## src/rtl/sync_fifo_ext.sv

```systemverilog
// Synchronous FIFO with threshold flags, sticky overflow/underflow and
// selectable registered-read or first-word-fall-through output.
module sync_fifo_ext #(
    parameter int DATA_WIDTH = 8,
    parameter int ADDR_WIDTH = 4,
    parameter int AF_LEVEL   = (1 << ADDR_WIDTH) - 2,
    parameter int AE_LEVEL   = 2,
    parameter int FWFT       = 0
) (
    input  logic                  clk,
    input  logic                  rst_n,
    input  logic                  push,
    input  logic                  pop,
    input  logic                  clr_err,
    input  logic [DATA_WIDTH-1:0] data_in,
    output logic [DATA_WIDTH-1:0] data_out,
    output logic                  empty,
    output logic                  full,
    output logic                  almost_empty,
    output logic                  almost_full,
    output logic [ADDR_WIDTH:0]   level,
    output logic                  overflow,
    output logic                  underflow
);

    localparam int DEPTH = 1 << ADDR_WIDTH;
    localparam logic [ADDR_WIDTH:0]   LVL_FULL = (ADDR_WIDTH+1)'(DEPTH);
    localparam logic [ADDR_WIDTH:0]   LVL_AF   = (ADDR_WIDTH+1)'(AF_LEVEL);
    localparam logic [ADDR_WIDTH:0]   LVL_AE   = (ADDR_WIDTH+1)'(AE_LEVEL);
    localparam logic [ADDR_WIDTH:0]   LVL_ONE  = (ADDR_WIDTH+1)'(1);
    localparam logic [ADDR_WIDTH-1:0] PTR_ONE  = ADDR_WIDTH'(1);

    logic [DATA_WIDTH-1:0] mem [DEPTH];
    logic [ADDR_WIDTH-1:0] wr_ptr;
    logic [ADDR_WIDTH-1:0] rd_ptr;
    logic                  push_ok;
    logic                  pop_ok;

    // Gating by full/empty resolves the simultaneous cases: when full the
    // pop wins, when empty the push wins.
    assign push_ok = push && !full;
    assign pop_ok  = pop && !empty;

    assign empty        = (level == '0);
    assign full         = (level == LVL_FULL);
    assign almost_empty = (level <= LVL_AE);
    assign almost_full  = (level >= LVL_AF);

    always_ff @(posedge clk or posedge rst_n) begin
        if (rst_n) begin
            wr_ptr    <= '0;
            rd_ptr    <= '0;
            level     <= '0;
            overflow  <= 1'b0;
            underflow <= 1'b0;
        end else begin
            if (push_ok)
                wr_ptr <= wr_ptr + PTR_ONE;
            if (pop_ok)
                rd_ptr <= rd_ptr + PTR_ONE;
            if (push_ok && !pop_ok)
                level <= level + LVL_ONE;
            else if (pop_ok && !push_ok)
                level <= level - LVL_ONE;
            // A fresh error event takes priority over a clear in the same cycle.
            if (push && full)
                overflow <= 1'b1;
            else if (clr_err)
                overflow <= 1'b0;
            if (pop && empty)
                underflow <= 1'b1;
            else if (clr_err)
                underflow <= 1'b0;
        end
    end

    always_ff @(posedge clk) begin
        if (!rst_n && push_ok)
            mem[wr_ptr] <= data_in;
    end

    generate
        if (FWFT != 0) begin : g_fwft
            // Masking while empty keeps unwritten storage off the output.
            assign data_out = empty ? '0 : mem[rd_ptr];
        end else begin : g_reg
            logic [DATA_WIDTH-1:0] dout_q;
            always_ff @(posedge clk or posedge rst_n) begin
                if (rst_n)
                    dout_q <= '0;
                else if (pop_ok)
                    dout_q <= mem[rd_ptr];
            end
            assign data_out = dout_q;
        end
    endgenerate

endmodule

```

## config.mk

```make
export PLATFORM = sky130hd
export DESIGN_NAME = sync_fifo_ext
export DESIGN_NICKNAME = d
export VERILOG_FILES = /design/src/rtl/sync_fifo_ext.sv
export SDC_FILE = /design/constraint.sdc
export NUM_CORES = 1
export LEC_CHECK = 0
export ABC_CLOCK_PERIOD_IN_PS = 3800
export BUFFER_PORTS_ARGS = -buffer_cell sky130_fd_sc_hd__buf_2
export CAP_MARGIN = 20
export CORE_UTILIZATION = 53
export CTS_CLUSTER_DIAMETER = 60
export DETAILED_ROUTE_END_ITERATION = 10
export PLACE_DENSITY = 0.67
export SLEW_MARGIN = 20
export SYNTH_ARGS = -nofsm -noshare
export SYNTH_HDL_FRONTEND = slang
export SYNTH_SLANG_ARGS = --single-unit
```

## constraint.sdc

```tcl
create_clock -name clk -period 3.8 [get_ports clk]
set_clock_uncertainty 0.2 [all_clocks]
set_input_delay 0.38 -clock clk [delete_from_list [all_inputs] [get_ports clk]]
set_output_delay 0.38 -clock clk [all_outputs]
set_load 0.005 [all_outputs]
```

# --- After elaboration in Yosys (flattened, before gate mapping) ---
# Memory sizes are Yosys's and may differ from the RTL's. A register that Yosys moved wholly into a read port is not among the register bits.
# Index checks and enable logic that the tools add are counted.
totals:
  register_bits: 15
  ramBits: 128
  inputBits: 13
  out_inout_bits: 19
  word_cells: 36
  n_memories: 1
classes:
  n_addsub: 4
  n_lt_le_gt_ge: 2
  n_eq_ne: 1
  mux: 7
  reduce_logical: 16
memory_table:
  columns: ["memory", "depth", "word_bits", "read_ports", "rd_clocked_by_memory_dff", "write_ports", "line_no", "source"]
  rows:
  - ["mem", 16, 8, 1, 1, 1, "33", "logic [DATA_WIDTH-1:0] mem [DEPTH];"]
op_table:
  columns: ["operator", "count"]
  rows:
  - ["2-to-1 mux 5 bit", 2]
  - ["adder 4 x 1 -> 4 bit (second input constant)", 2]
  - ["logical AND 1 bit", 7]
  - ["nonzero test 2 bit", 3]
  - ["adder 5 x 1 -> 5 bit (second input constant)", 1]
  - ["equality test 5 bit (second input constant)", 1]
  - ["greater-or-equal comparator 5 x 4 -> 1 bit (second input constant)", 1]
  - ["<= comparator 5 x 2 -> 1 bit (second input constant)", 1]
  - ["logical NOT 1 bit", 5]
  - ["logical NOT 5 bit", 1]
  - ["2-to-1 mux 1 bit", 5]
  - ["subtractor 5 x 1 -> 5 bit (second input constant)", 1]

# --- Logic depth before layout (Yosys ltp) ---
logic_depth:
  word_depth: 7
  ltp_mapped: 13
  ltp_nobuf: 11

# --- Least setup slack after synthesis ---
# Ideal clock, no wire load.
synth_path:
  path_kind: "register to register"
  from: "reg level[2]"
  to: "reg level[4]"
  setup_time_ns: 0.080
  t_arrival_ns: 2.637
  required_ns: 3.520
  slack_ns: 0.883
  stages_incl_launch_ff: 14
  n_path_buf: 2
  cell_sequence: "dfrtp_1 > or3_4 > nor3_4 > nor2b_2 > buf_6 > clkinv_4 > clkbuf_8 > ha_1 > inv_1 > ha_1 > a21o_1 > a21oi_1 > mux2i_1 > xnor2_1"
synth_between:
  elab_chain_cells: 6
synth_rtl:
  columns: ["item", "line_no", "source"]
  rows:
  - ["from (decl)", "21", "output logic [ADDR_WIDTH:0] level,"]
  - ["from (signal assigned)", "62", "level <= level + LVL_ONE;"]
  - ["from (signal assigned)", "64", "level <= level - LVL_ONE;"]
  - ["logical NOT 5 bit *", "44", "assign empty = (level == '0);"]
  - ["via empty", "17", "output logic empty,"]
  - ["logical NOT 1 bit *", "42", "assign pop_ok = pop && !empty;"]
  - ["logical AND 1 bit *", "42", null]
  - ["logical NOT 1 bit", "61", "if (push_ok && !pop_ok)"]
  - ["logical AND 1 bit", "61", null]
  - ["2-to-1 mux 5 bit or nonzero test 2 bit (tied branches)", null, null]
# Mark *: on every way through the listed nets, which the timed path passes. The rest lies on a longest branch. The select of a mux whose other input is x is not followed.
# A chain may end at the register's enable or synchronous reset.

# --- Worst setup path in the final report ---
layout_path:
  from: "reg level[2]"
  to: "reg level[4]"
layout_between:
  elab_chain_cells: 6
layout_rtl:
  columns: ["item"]
  rows:
  - ["branches (longest 6 deep; another with subtractor 5 x 1 -> 5 bit)"]
# Several ways; the timed one is not identified. The select of a mux whose other input is x is not followed.

==> implementation parameters <==
Parameter                              Value

Timing
  Number of max-slew violations in the final report ... 0
  Finish-stage setup viols ... 0
  Final count of hold timing violations ... 0
  Final period util ... 78.9%
  Worst slew slack as a fraction of its limit ... 30.8%
  Worst Max-Slew Pin Slew ... 1.03 ns
  Achievable Freq ... 333 MHz
  Total negative slack for setup checks ... 0 ns
  RSZ-0062 raised after global routing ... no
  Crit path time final ... 3.00 ns

Clock tree
  CTS tree ... done
  Clk pin slew, worst setup/hold paths ... 0.06 ns
  Root Driver ... sky130_fd_sc_hd__clkbuf_16
  Number of setup buffers added after CTS ... 0
  Buffers from clock root to sink, at most ... 2
  Count of hold buffers inserted by post-cts repair ... 3
  Insertion delay to the later sink of the worst-skew pair ... 0.42 ns
  # clock sinks ... 151
  Count of cells resized by post-cts repair ... 0
  H-tree depth reported by CTS ... 4
  Total CTS buffers ... 17

Layout
  Post-layout instance count excluding filler cells ... 519
  Area Growth Syn to Fin ... 13.9%
  Antenna diode count ... 0
  Layout Nets ... 386
  Filler Cells Inserted ... 796
  Fraction of layout instances using a drive strength above 1 ... 29.0%

Logic synthesis
  Net count of the mapped netlist ... 341
  Post-synth EDFFs ... 128
  Number of storage elements in the synthesis netlist ... 151
  Number of distinct library cells after synthesis ... 40
  Netlist area before placement ... 0.00617 mm²
  Yosys warnings ... 0
  Mean area per synthesized cell ... 19.4 µm²
  Portion of the post-synthesis area used by sequential elements ... 71.7%
  Commonest register cell after synthesis ... sky130_fd_sc_hd__edfxtp_1
  Synth async-reset ratio ... 15.2%
  Synth Instances ... 318

Pwr
  Leakage power ... 2.49 nW
  Overall power after layout ... 0.00522 W
  Power density normalized to cell area ... 744 mW/mm²
  Max IR drop VDD ... 0.469 mV

Critical path
  Critical path capture point type ... flop
  Crit start category ... flop
  Worst Path Required ... 3.94 ns
  Signal arrival time at the worst endpoint ... 3.13 ns
  Start-to-end type of the worst setup path ... reg2reg
  Crit Path Max Fanout ... 11

Global routing
  First-pass GRT wire length ... 17200 µm
  Pin count of the biggest net entering global routing ... 25
  Antenna violations before repair ... 0
  Via count of the first global-routing pass ... 2996
  Total routing resource utilization after global routing ... 21.4%
  Total grt overflow ... 0

Place
  Total instance count after detailed placement ... 484
  Placed wire-length estimate after detailed placement ... 7200 µm
  Global placer's final weighted congestion ... 0.838
  IO Port Bufs ... 31

Routing
  Detailed-route wire length per cell ... 21.9 µm
  Via count ... 2971
  Number of design rule violations left after detail routing ... 0
  Remaining antenna violation count after routing ... 0
  Initial detailed-routing violation count ... 292
  Routed via count divided by cell count ... 5.72
  Total Wirelength ... 11400 µm
  Drt first pass iters ... 4

Floorplanning
  Die area ... 0.0121 mm²
  Row Count ... 39
  Initial core utilization ... 54.2%
  Width of the die ... 110 µm
  Core box area ... 0.0114 mm²
  Die Span Y ... 110 µm
  I/O Pins ... 32

Run status
  Status ... completed

Min path
  Tightest Hold Check Type ... in2reg

Job
  # Max-Cap Violations ... 0
==> layout by cell type (no fill, tap or decap), types with 8 or more instances in the layout <==
cell and instances:
sky130_fd_sc_hd__edfxtp_1 128, sky130_fd_sc_hd__mux4_2 31, sky130_fd_sc_hd__buf_2 31, sky130_fd_sc_hd__dfrtp_1 23, sky130_fd_sc_hd__nand2_1 20, sky130_fd_sc_hd__nor2_1 20
sky130_fd_sc_hd__mux2i_1 17, sky130_fd_sc_hd__clkbuf_16 17, sky130_fd_sc_hd__inv_1 9, sky130_fd_sc_hd__ha_1 9, sky130_fd_sc_hd__xnor2_1 8
==> worst paths after layout <==
| check | start | end | slack [ns] | cells after the start |
|---|---|---|---|---|
| worst max register to register | level[2] | level[4] | 0.80 | 11 |
| min in group asynchronous | rst_n | rd_ptr[0] | 0.48 | 4 |
| max in group asynchronous | rst_n | level[1] | 2.67 | 4 |
| worst min-delay path | clr_err | underflow | 0.07 | 3 |
| worst max-delay path | level[2] | level[4] | 0.80 | 11 |
| worst min register to register | data_out[2] | data_out[2] | 0.29 | 2 |
==> critical path, stage by stage, from the launching register on <==
cell and delay (ns):
sky130_fd_sc_hd__dfrtp_1 0.44, sky130_fd_sc_hd__or3_4 0.43, sky130_fd_sc_hd__nor3_4 0.17, sky130_fd_sc_hd__nor2b_2 0.13, sky130_fd_sc_hd__clkinv_4 0.13, sky130_fd_sc_hd__ha_1 0.21
sky130_fd_sc_hd__inv_1 0.10, sky130_fd_sc_hd__ha_1 0.33, sky130_fd_sc_hd__a21o_1 0.19, sky130_fd_sc_hd__a21oi_1 0.17, sky130_fd_sc_hd__mux2i_1 0.25, sky130_fd_sc_hd__xnor2_1 0.15
==> cells by family after synthesis <==
group	synth area share, %
AOI/OAI and AO/OA	2.94
xor gates and xnor gates	1.42
adders and majority gates	2.15
buffers and inverters	3.19
DFF	71.7
muxes	14.5
and+or+nand+nor	4.12
==> registers in the layout (all words and copies together) (netlist names) <==
register	cells
wr_ptr	4
level	5
rd_ptr	4
underflow	1
mem	128
overflow	1
data_out	8
==> power breakdown <==
part	switching [W]	internal [W]	total, W
logic	0.000665	0.000696	0.00136
registers	0.000221	0.00200	0.00222
clock network	0.000638	0.00100	0.00164
total	0.00152	0.00370	0.00522
==> cell usage after synthesis, types with 3 or more instances <==
library cell / n / area, µm²
sky130_fd_sc_hd__a21oi_1: 3 / 15.0
sky130_fd_sc_hd__buf_2: 4 / 20.0
sky130_fd_sc_hd__buf_8: 3 / 45.0
sky130_fd_sc_hd__clkbuf_8: 4 / 55.1
sky130_fd_sc_hd__dfrtp_1: 23 / 576
sky130_fd_sc_hd__edfxtp_1: 128 / 3840
sky130_fd_sc_hd__ha_1: 9 / 113
sky130_fd_sc_hd__inv_1: 9 / 33.8
sky130_fd_sc_hd__mux2i_1: 17 / 170
sky130_fd_sc_hd__mux4_2: 31 / 698
sky130_fd_sc_hd__nand2_1: 20 / 75.1
sky130_fd_sc_hd__nor2_1: 20 / 75.1
sky130_fd_sc_hd__o21ai_0: 3 / 15.0
sky130_fd_sc_hd__o221ai_1: 6 / 52.6
sky130_fd_sc_hd__xnor2_1: 8 / 70.1
==> through the flow <==
stage,util (%),setup WS [ns],hold slack (ns),instance area [µm²]
CTS,61.8,0.783,0.0530,7020
finish,61.8,0.801,0.0721,7020
floorplan,-,0.883,0.199,6170
global placement,56.4,0.925,0.286,6410
detailed placement,56.4,0.825,0.277,6410
global route,61.8,0.600,0.0799,7020
==> cell type report <==
cell class | instances | area, µm² | share of cell area [%]
clock inverter | 10 | 118 | 1.67
multi-input combinational | 142 | 1550 | 22.1
inverter | 10 | 42.5 | 0.606
sequential | 151 | 4420 | 62.9
tap | 143 | 179 | 2.55
clock buffer | 22 | 464 | 6.61
timing repair buffer | 41 | 250 | 3.56
==> layer usage <==
layer  global-route usage [%]  share of wire (%)
met4                     8.48                1.1
met2                     33.3                 50
met1                     28.3                 43
met5                        0                  0
met3                     6.52                5.8
Note: power is estimated with default switching activity, not from simulation.
